===== src/rtl/snoop_step_sequencer.sv =====
// rtl/snoop_step_sequencer.sv - Round-robin snoop bus controller walking three MESI caches through steps 1..6
module snoop_step_sequencer #(
  parameter int TIMEOUT = 15
) (
  input  logic        clock,
  input  logic        reset,
  input  logic [2:0]  req,
  input  logic [14:0] stepDone,
  input  logic [2:0]  instrDone,
  output logic [2:0]  step,
  output logic [2:0]  grant,
  output logic [1:0]  owner,
  output logic        flagClear,
  output logic [2:0]  ack,
  output logic        busy,
  output logic        abortPulse,
  output logic        timeoutErr
);

  localparam int WD_W = (TIMEOUT > 0) ? $clog2(TIMEOUT + 1) : 1;
  localparam logic [WD_W-1:0] WD_LAST = WD_W'((TIMEOUT > 0) ? TIMEOUT - 1 : 0);

  typedef enum logic [1:0] {
    S_IDLE,
    S_CLEAR,
    S_ISSUE,
    S_RETIRE
  } state_t;

  state_t          state, state_nxt;
  logic [2:0]      k, k_nxt;
  logic [WD_W-1:0] wd, wd_nxt;
  logic [1:0]      last_owner, last_nxt;
  logic [1:0]      winner;
  logic [1:0]      owner_nxt;
  logic [2:0]      grant_nxt;
  logic [2:0]      step_nxt;
  logic [2:0]      ack_nxt;
  logic            flag_nxt;
  logic            busy_nxt;
  logic            abort_nxt;
  logic            terr_nxt;

  logic [4:0]      all_done;
  logic            owner_instr;
  logic            step_complete;

  // A step k flag counts only once all three caches have raised it.
  assign all_done    = stepDone[4:0] & stepDone[9:5] & stepDone[14:10];
  // grant is one-hot on the owner throughout ISSUE, so it selects the owner's instrDone.
  assign owner_instr = |(instrDone & grant);

  always_comb begin
    step_complete = 1'b0;
    case (k)
      3'd1:    step_complete = all_done[0];
      3'd2:    step_complete = all_done[1];
      3'd3:    step_complete = all_done[2];
      3'd4:    step_complete = all_done[3];
      3'd5:    step_complete = all_done[4];
      3'd6:    step_complete = owner_instr;
      default: step_complete = 1'b0;
    endcase
  end

  // Round-robin search begins just after the previous owner.
  always_comb begin
    winner = 2'd0;
    case (last_owner)
      2'd0:    winner = req[1] ? 2'd1 : (req[2] ? 2'd2 : 2'd0);
      2'd1:    winner = req[2] ? 2'd2 : (req[0] ? 2'd0 : 2'd1);
      default: winner = req[0] ? 2'd0 : (req[1] ? 2'd1 : 2'd2);
    endcase
  end

  always_comb begin
    state_nxt = state;
    k_nxt     = k;
    wd_nxt    = wd;
    last_nxt  = last_owner;
    owner_nxt = owner;
    grant_nxt = grant;
    ack_nxt   = 3'b000;
    abort_nxt = 1'b0;
    terr_nxt  = timeoutErr;

    case (state)
      S_IDLE: begin
        grant_nxt = 3'b000;
        if (req != 3'b000) begin
          state_nxt = S_CLEAR;
          owner_nxt = winner;
          grant_nxt = 3'b001 << winner;
        end
      end

      S_CLEAR: begin
        state_nxt = S_ISSUE;
        k_nxt     = 3'd1;
        wd_nxt    = '0;
      end

      S_ISSUE: begin
        if (k == 3'd2 && owner_instr) begin
          state_nxt = S_RETIRE;
          ack_nxt   = grant;
        end else if (step_complete) begin
          wd_nxt = '0;
          if (k == 3'd6) begin
            state_nxt = S_RETIRE;
            ack_nxt   = grant;
          end else begin
            k_nxt = k + 3'd1;
          end
        end else if (TIMEOUT > 0 && wd == WD_LAST) begin
          state_nxt = S_RETIRE;
          ack_nxt   = grant;
          abort_nxt = 1'b1;
          terr_nxt  = 1'b1;
        end else if (TIMEOUT > 0) begin
          wd_nxt = wd + WD_W'(1);
        end
      end

      S_RETIRE: begin
        state_nxt = S_IDLE;
        last_nxt  = owner;
        grant_nxt = 3'b000;
      end

      default: begin
        state_nxt = S_IDLE;
        grant_nxt = 3'b000;
      end
    endcase

    // Outputs are registered, so they are derived from the state being entered.
    busy_nxt = (state_nxt != S_IDLE);
    flag_nxt = (state_nxt == S_CLEAR) || (state_nxt == S_RETIRE);
    step_nxt = (state_nxt == S_ISSUE) ? k_nxt : 3'd0;
  end

  always_ff @(posedge clock) begin
    if (reset) begin
      state      <= S_IDLE;
      k          <= 3'd0;
      wd         <= '0;
      last_owner <= 2'd2;
      owner      <= 2'd0;
      grant      <= 3'b000;
      step       <= 3'd0;
      flagClear  <= 1'b0;
      ack        <= 3'b000;
      busy       <= 1'b0;
      abortPulse <= 1'b0;
      timeoutErr <= 1'b0;
    end else begin
      state      <= state_nxt;
      k          <= k_nxt;
      wd         <= wd_nxt;
      last_owner <= last_nxt;
      owner      <= owner_nxt;
      grant      <= grant_nxt;
      step       <= step_nxt;
      flagClear  <= flag_nxt;
      ack        <= ack_nxt;
      busy       <= busy_nxt;
      abortPulse <= abort_nxt;
      timeoutErr <= terr_nxt;
    end
  end

endmodule

===== config.mk =====
export PLATFORM = sky130hd
export DESIGN_NAME = snoop_step_sequencer
export DESIGN_NICKNAME = d
export VERILOG_FILES = /design/src/rtl/snoop_step_sequencer.sv
export SDC_FILE = /design/constraint.sdc
export NUM_CORES = 1
export LEC_CHECK = 0
export BUFFER_PORTS_ARGS = -buffer_cell sky130_fd_sc_hd__buf_4
export CAP_MARGIN = 0
export CORE_UTILIZATION = 56
export DETAILED_ROUTE_END_ITERATION = 10
export PLACE_DENSITY_LB_ADDON = 0.05
export SYNTH_ARGS = -nofsm -noshare
export SYNTH_HDL_FRONTEND = slang
export SYNTH_SLANG_ARGS = --single-unit

===== constraint.sdc =====
create_clock -name clock -period 3.95 [get_ports clock]
set_clock_uncertainty 0.2 [all_clocks]
set_input_delay 0.9875 -clock clock [delete_from_list [all_inputs] [get_ports clock]]
set_output_delay 0.9875 -clock clock [all_outputs]
set_load 0.005 [all_outputs]

# Yosys cells after proc, flatten, opt, wreduce, memory -nomap -nowiden

Cells that the tools add are included.

ROM bits: 0
Output and inout bits: 15
Bits in registers: 26
Logic and storage cells: 82
Bits in latches: 0
Memory bits (writable): 0
Input port bits: 23
Memories kept: 0

Reduce and logical (&&, ||, !) cells: 15
Multiply operators: 0
Bitwise gates (word level): 7
Eq/ne operators: 16
Div/mod/pow operators: 0
$lt $le $gt $ge: 0
Multiplexer cells: 29
$add $sub $neg: 2
Shifts and indexed selects: 1

Operator list:

| operator                                            | number |
|---|---|
| 2-to-1 mux 3 bit                                    | 8 |
| 2-to-1 mux 2 bit                                    | 10 |
| 2-to-1 mux 4 bit                                    | 3 |
| one-hot mux 3 bit (2 select lines)                  | 2 |
| bitwise AND 5 bit                                   | 2 |
| equality test 3 bit, second input constant          | 3 |
| equality test 2 bit, second input constant          | 4 |
| one-hot mux 2 bit (4 select lines)                  | 1 |
| one-hot mux 4 bit (2 select lines)                  | 1 |
| equality test 2 x 1 -> 1 bit, second input constant | 3 |
| equality test 3 x 2 -> 1 bit, second input constant | 2 |
| one-hot mux 1 bit (6 select lines)                  | 1 |
| nonzero test 2 bit                                  | 3 |
| adder 4 x 1 -> 4 bit, second input constant         | 1 |
| equality test 4 bit, second input constant          | 1 |
| logical NOT 2 bit                                   | 2 |
| NOT 1 bit                                           | 4 |
| one-hot mux 2 bit (2 select lines)                  | 1 |
| AND reduction 4 bit                                 | 1 |
| OR reduction 2 bit                                  | 2 |
| OR reduction 4 bit                                  | 1 |
| adder 3 x 1 -> 3 bit, second input constant         | 1 |
| bitwise AND 3 bit                                   | 1 |
| equality test 3 x 1 -> 1 bit, second input constant | 1 |
| other kinds (10)                                    | 11 |

# Depth between registers and ports, before layout

Gate-level depths: netlist of run 1.

Depth in word-level cells: 9
Mapped depth: 9
Gate-level depth less buffers: 8

# Least setup slack after synthesis of run 1

Ideal clock, no wire load.

Kind: in2reg
From: input port instrDone[0]
To: register wd[0]
Data required time: 3,654 ps
Path buffers: 0
Path slack: 1,074 ps
Cell stages on the path: 5
Data arrival time: 2,580 ps
Library setup time: 96 ps
Cells stage by stage: a222oi_1 > a2bb2oi_2 > a31oi_4 > or3_4 > o41ai_2

Word-level cells in the longest chain between the ends: 6
Elaborated cells on any way between the ends: 10
Classes of those cells: eq/ne: 2; mux: 4; bitwise: 1; reduce/logical: 3

Ends and longest elaborated chain:

| what                               | line | RTL |
|---|---|---|
| start: declaration                 | 9    | `input logic [2:0] instrDone,` |
| bitwise AND 3 bit (*)              | 51   | `assign owner_instr = \|(instrDone & grant);` |
| OR reduction 3 bit (*)             | 51   |  |
| one-hot mux 1 bit (6 select lines) | 55   | `case (k)` |
| 2-to-1 mux 4 bit                   | 107  | `end else if (step_complete) begin` |
| 2-to-1 mux 4 bit                   | 104  | `if (k == 3'd2 && owner_instr) begin` |
| one-hot mux 4 bit (2 select lines) | 87   | `case (state)` |
| end signal: assignment             | 160  | `wd <= wd_nxt;` |
| end: declaration                   | 32   | `logic [WD_W-1:0] wd, wd_nxt;` |

Every way passes the cells marked *; elsewhere a longest branch is shown, timed or not. The select of a mux whose other input is x is not followed.
A chain may end at the register's enable or synchronous reset.

# Worst setup path after layout of run 1

From: input port instrDone[0]
To: register busy

Word-level cells in the longest chain between the ends: 7
Elaborated cells on any way between the ends: 8
Classes of those cells: mux: 4; bitwise: 1; reduce/logical: 3

Ends and longest elaborated chain:

| what                                   | line | RTL |
|---|---|---|
| bitwise AND 3 bit (*)                  | 51   |  |
| OR reduction 3 bit (*)                 | 51   |  |
| one-hot mux 1 bit (6 select lines)     | 55   |  |
| 2-to-1 mux 2 bit                       | 107  |  |
| 2-to-1 mux 2 bit (*)                   | 104  |  |
| one-hot mux 2 bit (4 select lines) (*) | 87   |  |
| nonzero test 2 bit (*)                 | 138  | `busy_nxt = (state_nxt != S_IDLE);` |
| end signal: assignment                 | 167  | `busy <= busy_nxt;` |
| end: declaration                       | 15   | `output logic busy,` |

Every way passes the cells marked *; elsewhere a longest branch is shown, timed or not.

==> summary by stage, run 1 <==
Outcome
The flow ran to the end, and the final reports show no timing, DRC or antenna violations.

CTS
The CTS tree is built. Buffers added to address setup during post-CTS repair amount to 0. In this run the number of H-tree levels came out at 1.

The clock transition at the registers of the reported paths is 0.14 ns. The number of hold-repair buffers added at the cts stage is 0. Post-CTS repair changed the size of 0 cells. The buffer depth of the longest clock path is 2.

The clock sink total is 26. The CTS root buffer is sky130_fd_sc_hd__clkbuf_4. The number of clock buffers added by TritonCTS is 3.

For the worst-skew pair, the clock arrives at the later sink with an insertion delay of 0.32 ns.

Power
The leakage power total is 0.756 nW. The total power per unit cell area is 310 nW/um^2. VDD sags by at most 0.463 mV.

Critical path
The critical-path maximum fanout is 5. The beginning of the worst register-to-register path is grant[0]$_SDFFE_PP0P_. The critical path in this run is classified as in -> reg.

The worst setup path is captured at a register. The startpoint class of the critical path is a primary input. The source of the critical timing path is instrDone[0]. At the worst endpoint, the required time is 3.98 ns. STA puts the critical path data arrival time at 2.92 ns.

Yosys
The cell count after synthesis is 165. Among all flip-flop cells after synthesis, the most frequent one is sky130_fd_sc_hd__dfxtp_1. sky130_fd_sc_hd__dfxtp_1 takes more of the synthesized area than any other cell. Of the synthesized area, sequential elements account for 0.360.

The Yosys step of the flow raised 0 warnings. The number of nets handed over by synthesis was 200. The unique cell type count in the Yosys netlist is 46. The fraction of synthesis flops using an asynchronous set or reset pin is 0. The average cell area after synthesis is 8.75 sq um.

In this run, synthesis inferred 0 flip-flops with an integrated enable. The area of the mapped netlist is 1440 sq um. In this run, synthesis produced a sequential element count of 26. Sorting the synthesized cells by area gives the leading types as sky130_fd_sc_hd__dfxtp_1, sky130_fd_sc_hd__ha_1, sky130_fd_sc_hd__nor2_1.

The area share of the leading cell type in the synthesized netlist is 0.360.

Detailed routing
The via count is 1325. Summed over all layers, the routed wires come to 3.11 mm. The antenna violation net count after detailed routing is 0.

The iteration count of the initial detailed-routing pass is 4. The per-cell routed wire length is 13.5 um. The DRC violation count after routing is 0. The detailed-route vias per instance is 5.74. After the first detailed-routing iteration, the DRC count stood at 38.

Run
The number of max-cap violations is 0.

Cells and area
Relative to the synthesized area, the layout overhead comes to 24.1%. Of the cells placed in the final design, the portion with a size suffix greater than 1 is 0.269. 0 antenna diodes ended up in the layout. The top cell types in the final layout, fill and taps aside, are sky130_fd_sc_hd__buf_4, sky130_fd_sc_hd__dfxtp_1, sky130_fd_sc_hd__nor2_1, sky130_fd_sc_hd__inv_1, sky130_fd_sc_hd__ha_1. The net total in the final layout is 237. The library cell used most frequently in the layout, excluding fill and tap cells, is sky130_fd_sc_hd__buf_4. For this run, the share of the core covered by cells in the final layout is 0.730.

Global route
In the global route stage, overall resource usage came out at 0.237. The leftover overflow at the end of global routing is 0. The first-pass GRT wire length is 4.93 mm. Entering global routing, the biggest net connects 19 pins. The number of global-route vias before repair is 1106. The initial antenna violation count is 0.

Timing
The transition at the pin with the smallest max-transition slack is 0.754 ns. Subtracting the final worst setup slack from the clock period gives 2.90 ns. The count of final setup violators is 0.

The portion of the clock cycle consumed by the worst path in the final layout is 0.733. The sum of negative setup slack is 0 ns. The final-report hold violation count is 0. The peak clock frequency supported by timing is 345 MHz. The number of max-slew violations in the final report is 0.

Setup repair after global routing left no endpoint under its margin. In this run the tightest slew margin relative to its limit is 0.497.

Worst hold path
In this run the most critical hold path is launched from timeoutErr$_SDFFE_PP0P_. The worst min-delay path category is reg -> reg.

Floorplanning
The vertical extent of the die is 52.8 um. For this configuration, the core starts out at a cell density of 0.588. During I/O placement, the number of pins put on the boundary was 38. The placement row count is 18.

The die is 52.8 um wide. The floorplan step defined a die boundary enclosing 2790 sq um. The area of the core is 2450 sq um.

Placed design
The weighted congestion at the end of routability-driven global placement is 0.870. Buffers placed on the I/O ports in this run total 37. The HPWL after detailed placement is 2.40 mm.
-- final timing paths --
kind,end,slack (ns),cells after the start
setup / recovery,busy$_SDFF_PP0_,1.05,7
hold / removal,timeoutErr$_SDFFE_PP0P_,0.28,1
setup reg to reg,busy$_SDFF_PP0_,1.47,6
hold reg to reg,timeoutErr$_SDFFE_PP0P_,0.28,1
-- power by group --
group	total, mW	leakage, nW	switching [mW]	internal [mW]
Combinational	0.0972	0.517	0.0507	0.0464
Sequential	0.281	0.211	0.00818	0.273
Clock	0.177	0.0279	0.0746	0.103
-- stage by stage --
step	instance area, sq um	power (mW)	std cells	hold slack (ns)	setup WS (ns)
after floorplan	1440	0.340	165	0.251	1.07
after global placement	1740	0.379	227	0.239	0.799
after detailed placement	1740	0.382	227	0.252	0.741
after CTS	1790	0.560	231	0.285	1.09
after global routing	1790	0.585	231	0.316	0.888
final	1790	0.556	231	0.284	1.05
-- metal layers --
layer	track usage	vias up	share of wire
met4	0.0439	0	0.0042
met2	0.373	37	0.46
met5	0	-	0
li1	-	672	-
met1	0.327	614	0.48
met3	0.0551	2	0.049
-- registers in the layout, summed over array words and instances (netlist names) --
signal	flops
abortPulse	1
ack	3
busy	1
flagClear	1
grant	3
k	3
last_owner	2
owner	2
state	2
step	3
timeoutErr	1
wd	4
-- cell families after synthesis --
family / count (synthesis) / synth area share
muxes: 2 / 0.0139
buffers and inverters: 18 / 0.0477
adders and majority gates: 12 / 0.104
and+or+nand+nor: 66 / 0.245
AOI/OAI and AO/OA: 41 / 0.229
DFF: 26 / 0.360
-- critical path, stage by stage --
cell	delay, ns
sky130_fd_sc_hd__buf_4	0.11
sky130_fd_sc_hd__a222oi_1	0.69
sky130_fd_sc_hd__a21o_2	0.26
sky130_fd_sc_hd__a32oi_1	0.09
sky130_fd_sc_hd__nor4_1	0.42
sky130_fd_sc_hd__nor3_1	0.13
sky130_fd_sc_hd__or2_1	0.24
-- cells in the mapped netlist, types with 2 or more instances --
| cell type | n |
|---|---|
| sky130_fd_sc_hd__dfxtp_1 | 26 |
| sky130_fd_sc_hd__nand4_1 | 3 |
| sky130_fd_sc_hd__and2_1 | 3 |
| sky130_fd_sc_hd__a2bb2oi_1 | 2 |
| sky130_fd_sc_hd__o41ai_2 | 2 |
| sky130_fd_sc_hd__a211oi_1 | 3 |
| sky130_fd_sc_hd__a31oi_1 | 2 |
| sky130_fd_sc_hd__nand2_1 | 10 |
| sky130_fd_sc_hd__nor3_1 | 6 |
| sky130_fd_sc_hd__clkbuf_1 | 4 |
| sky130_fd_sc_hd__ha_1 | 12 |
| sky130_fd_sc_hd__nor2_1 | 20 |
| sky130_fd_sc_hd__nor4_1 | 2 |
| sky130_fd_sc_hd__mux2i_1 | 2 |
| sky130_fd_sc_hd__nand2b_1 | 2 |
| sky130_fd_sc_hd__a21oi_1 | 7 |
| sky130_fd_sc_hd__o211ai_1 | 2 |
| sky130_fd_sc_hd__and4b_1 | 2 |
| sky130_fd_sc_hd__o21ai_0 | 8 |
| sky130_fd_sc_hd__o21a_1 | 2 |
| sky130_fd_sc_hd__nand3_1 | 8 |
| sky130_fd_sc_hd__inv_1 | 13 |
-- area by class of cell --
class                   instances  area, sq um
multi-input cells             121          855
fillers                       179          663
flip-flops and latches         26          520
repair buffers                 37          278
inverters                      13         48.8
well taps                      30         37.5
clock inverters                 1         30.0
clock buffers                   3         22.5
Note: power is estimated with default switching activity, not from simulation.
==> run 2: changes to the inputs <==
- CORE_UTILIZATION: 56 -> 47
- clock period: 3.95 -> 2.4 ns (I/O delays scaled with it)
==> run 2 against run 1 <==
The flow now finishes with violations (design-rule violations). Critical path type is now reg -> reg. Combinational power grew 72%. Via count is 5.7% higher. Sequential power increased by 65%. Cell area increased by 6.5%. Die area up 18%. Largest power group unchanged. Highest routed layer unchanged. Worst hold slack worse by 0.013 ns. Clock-buffer cell count did not move. Final cell count up 5.2%. Wire length rose by 7.9%. Non-clock buffer count up 11. Global-route usage shrank 2.1 points.
==> summary by stage, run 2 (same netlist as run 1, synthesis figures left out) <==
Cells and area
The proportion of layout cells with a drive suffix above 1 is 0.325 (+0.0568). The antenna diode instance count was 0 (unchanged). The top cell types in the final layout, fill and taps aside, are sky130_fd_sc_hd__buf_4, sky130_fd_sc_hd__dfxtp_1, sky130_fd_sc_hd__nor2_1, sky130_fd_sc_hd__inv_1, sky130_fd_sc_hd__ha_1. The flip-flop count of the largest register, all copies and words added is 4 (unchanged). The most common cell after layout, fill and taps aside is sky130_fd_sc_hd__buf_4. The register ranked first by flip-flop count is wd. From synthesis to final layout, the design area changed by 32.1%. The final-layout fill cell count is 237 (+32%). The net total in the final layout was 248 (+4.6%).

CTS
The post-CTS setup buffer count is 0 (unchanged). The root buffer cell chosen for the clock tree is sky130_fd_sc_hd__clkbuf_4. The count of instances resized after the clock tree is built is 0 (unchanged). TritonCTS built the clock tree. The number of hold-repair buffers added at the cts stage is 0 (unchanged).

The clock sink total is 26 (unchanged). The clock network latency to the later pin of the worst-skew pair came to 0.32 ns (about the same). The clock transition at the registers of the reported paths was 0.15 ns (about the same). The number of levels in the clock H-tree is 1 (unchanged). The buffer depth of the longest clock path is 2 (unchanged). The number of buffers inserted during clock tree synthesis is 3 (unchanged).

Placed design
The port buffer count was 37 (unchanged). The placed wire-length estimate after detailed placement is 2.58 mm (+7.9%). The weighted congestion at the end of routability-driven global placement is 0.942 (+8.3%). The post-placement worst setup slack is -0.140 ns (-0.881 ns).

Detailed routing
The detailed-route vias per instance is 5.77 (+0.51%). The detailed-route wire length is 3.36 mm (+7.9%). The per-cell routed wire length is 13.8 um (+2.5%). The via count is 1401 (+5.7%). The initial DRC count is 89 (+130%).

The antenna violation net count after detailed routing came to 0 (unchanged). The DRC violation count after routing is 2 (+2). The iteration count of the initial detailed-routing pass came to 7 (+3).

Critical path
The critical-path maximum fanout is 5 (unchanged). STA classifies the critical path startpoint as a register. The delay of the slowest cell on the worst path is 0.45 ns (-0.24 ns). The family of cells with the greatest summed delay on the critical path is simple AND/OR/NAND/NOR gates. The critical path buffer and inverter count is 1 (unchanged).

The required time at the worst-slack endpoint is 2.44 ns (-1.54 ns). The cell type of the slowest stage on the worst timing path is sky130_fd_sc_hd__or3_4. The signal on the critical path passes through ha_1, ha_1, nand4_1, o21a_1, buf_4, a31oi_4, or3_4, o41ai_2. The data arrival at the endpoint of the critical path is 2.29 ns (-0.63 ns). The critical path is of the reg -> reg type. STA classifies the critical path endpoint as a register. Counting stages on the worst path, the most repeated cell is sky130_fd_sc_hd__ha_1.

Global route
The overall global routing resource usage is 0.216 (-0.0211). The initial antenna violation count came to 0 (unchanged). The number of global-route vias before repair is 1295 (+17%). The leftover overflow at the end of global routing is 0 (unchanged). The maximum number of pins on one net before global-route repair is 19 (unchanged). The first-pass GRT wire length came to 5.60 mm (+13%).

Timing
The portion of the clock cycle consumed by the worst path in the final layout is 0.939. The peak clock frequency supported by timing is 444 MHz. The count of final setup violators came to 0 (unchanged). The transition at the pin with the smallest max-transition slack is 0.406 ns (-0.349 ns).

The final-layout worst hold slack was 0.271 ns (-0.0131 ns). The worst path setup slack after routing is 0.147 ns (-0.907 ns). The worst path in the final design needs a cycle of 2.25 ns, including I/O delays and setup. The final-report hold violation count is 0 (unchanged). The relative slew slack is 0.726 (+0.229). Setup repair after global routing left no endpoint under its margin. The number of max-slew violations in the final report is 0 (unchanged). The sum of negative setup slack is 0 ns (unchanged).

Floorplanning
The initial core utilization is 0.510 (-0.0778). The area of the core is 2830 sq um (+15%). The die extent in x came to 57.4 um (+8.8%).

The top-level port count is 38 (unchanged). The die area came to 3300 sq um (+18%). The placement row count is 19 (+1). The vertical extent of the die is 57.4 um (+8.8%).

Power
The maximum vdd drop is 0.541 mV (+17%). The total power came to 933 uW (+68%). The leakage power total is 0.814 nW (+7.8%). The total power per unit cell area was 489 nW/um^2 (+58%).

Outcome
The final reports fail on design-rule violations. The flow ran to the end, but the final reports show violations.

Worst hold path
The worst min-delay path category is reg -> reg.

Run
The number of max-cap violations is 0 (unchanged).
[run 2: worst paths after layout]
| check | start | endpoint | slack [ns] | cells after the start |
|---|---|---|---|---|
| setup / recovery | k[0]$_SDFF_PP0_ | wd[0]$_SDFFE_PP0P_ | 0.15 | 8 |
| hold / removal | timeoutErr$_SDFFE_PP0P_ | timeoutErr$_SDFFE_PP0P_ | 0.27 | 1 |
| setup reg to reg | k[0]$_SDFF_PP0_ | wd[0]$_SDFFE_PP0P_ | 0.15 | 8 |
| hold reg to reg | timeoutErr$_SDFFE_PP0P_ | timeoutErr$_SDFFE_PP0P_ | 0.27 | 1 |
[run 2: area by class of cell]
type	instances	area, sq um	area share
repair buffers	48	360	0.189
flip-flops and latches	26	524	0.275
clock buffers	3	22.5	0.0118
clock inverters	1	30.0	0.0157
well taps	31	38.8	0.0203
multi-input cells	121	883	0.463
inverters	13	48.8	0.0256
[run 2: power by group]
part | total (mW) | switching (mW) | leakage (nW) | internal, mW
combinational | 0.167 | 0.0840 | 0.574 | 0.0826
clock | 0.302 | 0.133 | 0.0279 | 0.169
sequential | 0.465 | 0.0151 | 0.212 | 0.449
[run 2: worst reg2reg max path: cells and delay by family (launching register included)]
| family | cells | cell delay (ns) |
|---|---|---|
| AO/OA/AOI/OAI | 3 | 0.51 |
| adder cells (fa/ha/maj) | 2 | 0.39 |
| buffers and inverters | 1 | 0.15 |
| flip-flops | 1 | 0.39 |
| AND/OR/NAND/NOR | 2 | 0.54 |
[run 2: metal layers]
layer	GRT usage	share of wire
met1	0.271	0.43
met2	0.370	0.51
met3	0.0385	0.051
met4	0.0732	0.0074
met5	0	0
[run 2: per-stage QoR]
stage,cells,cell area [sq um],util
after floorplan,165,1450,-
after global placement,239,1830,0.647
after detailed placement,239,1830,0.647
after CTS,243,1880,0.665
after global routing,243,1910,0.674
final,243,1910,0.674
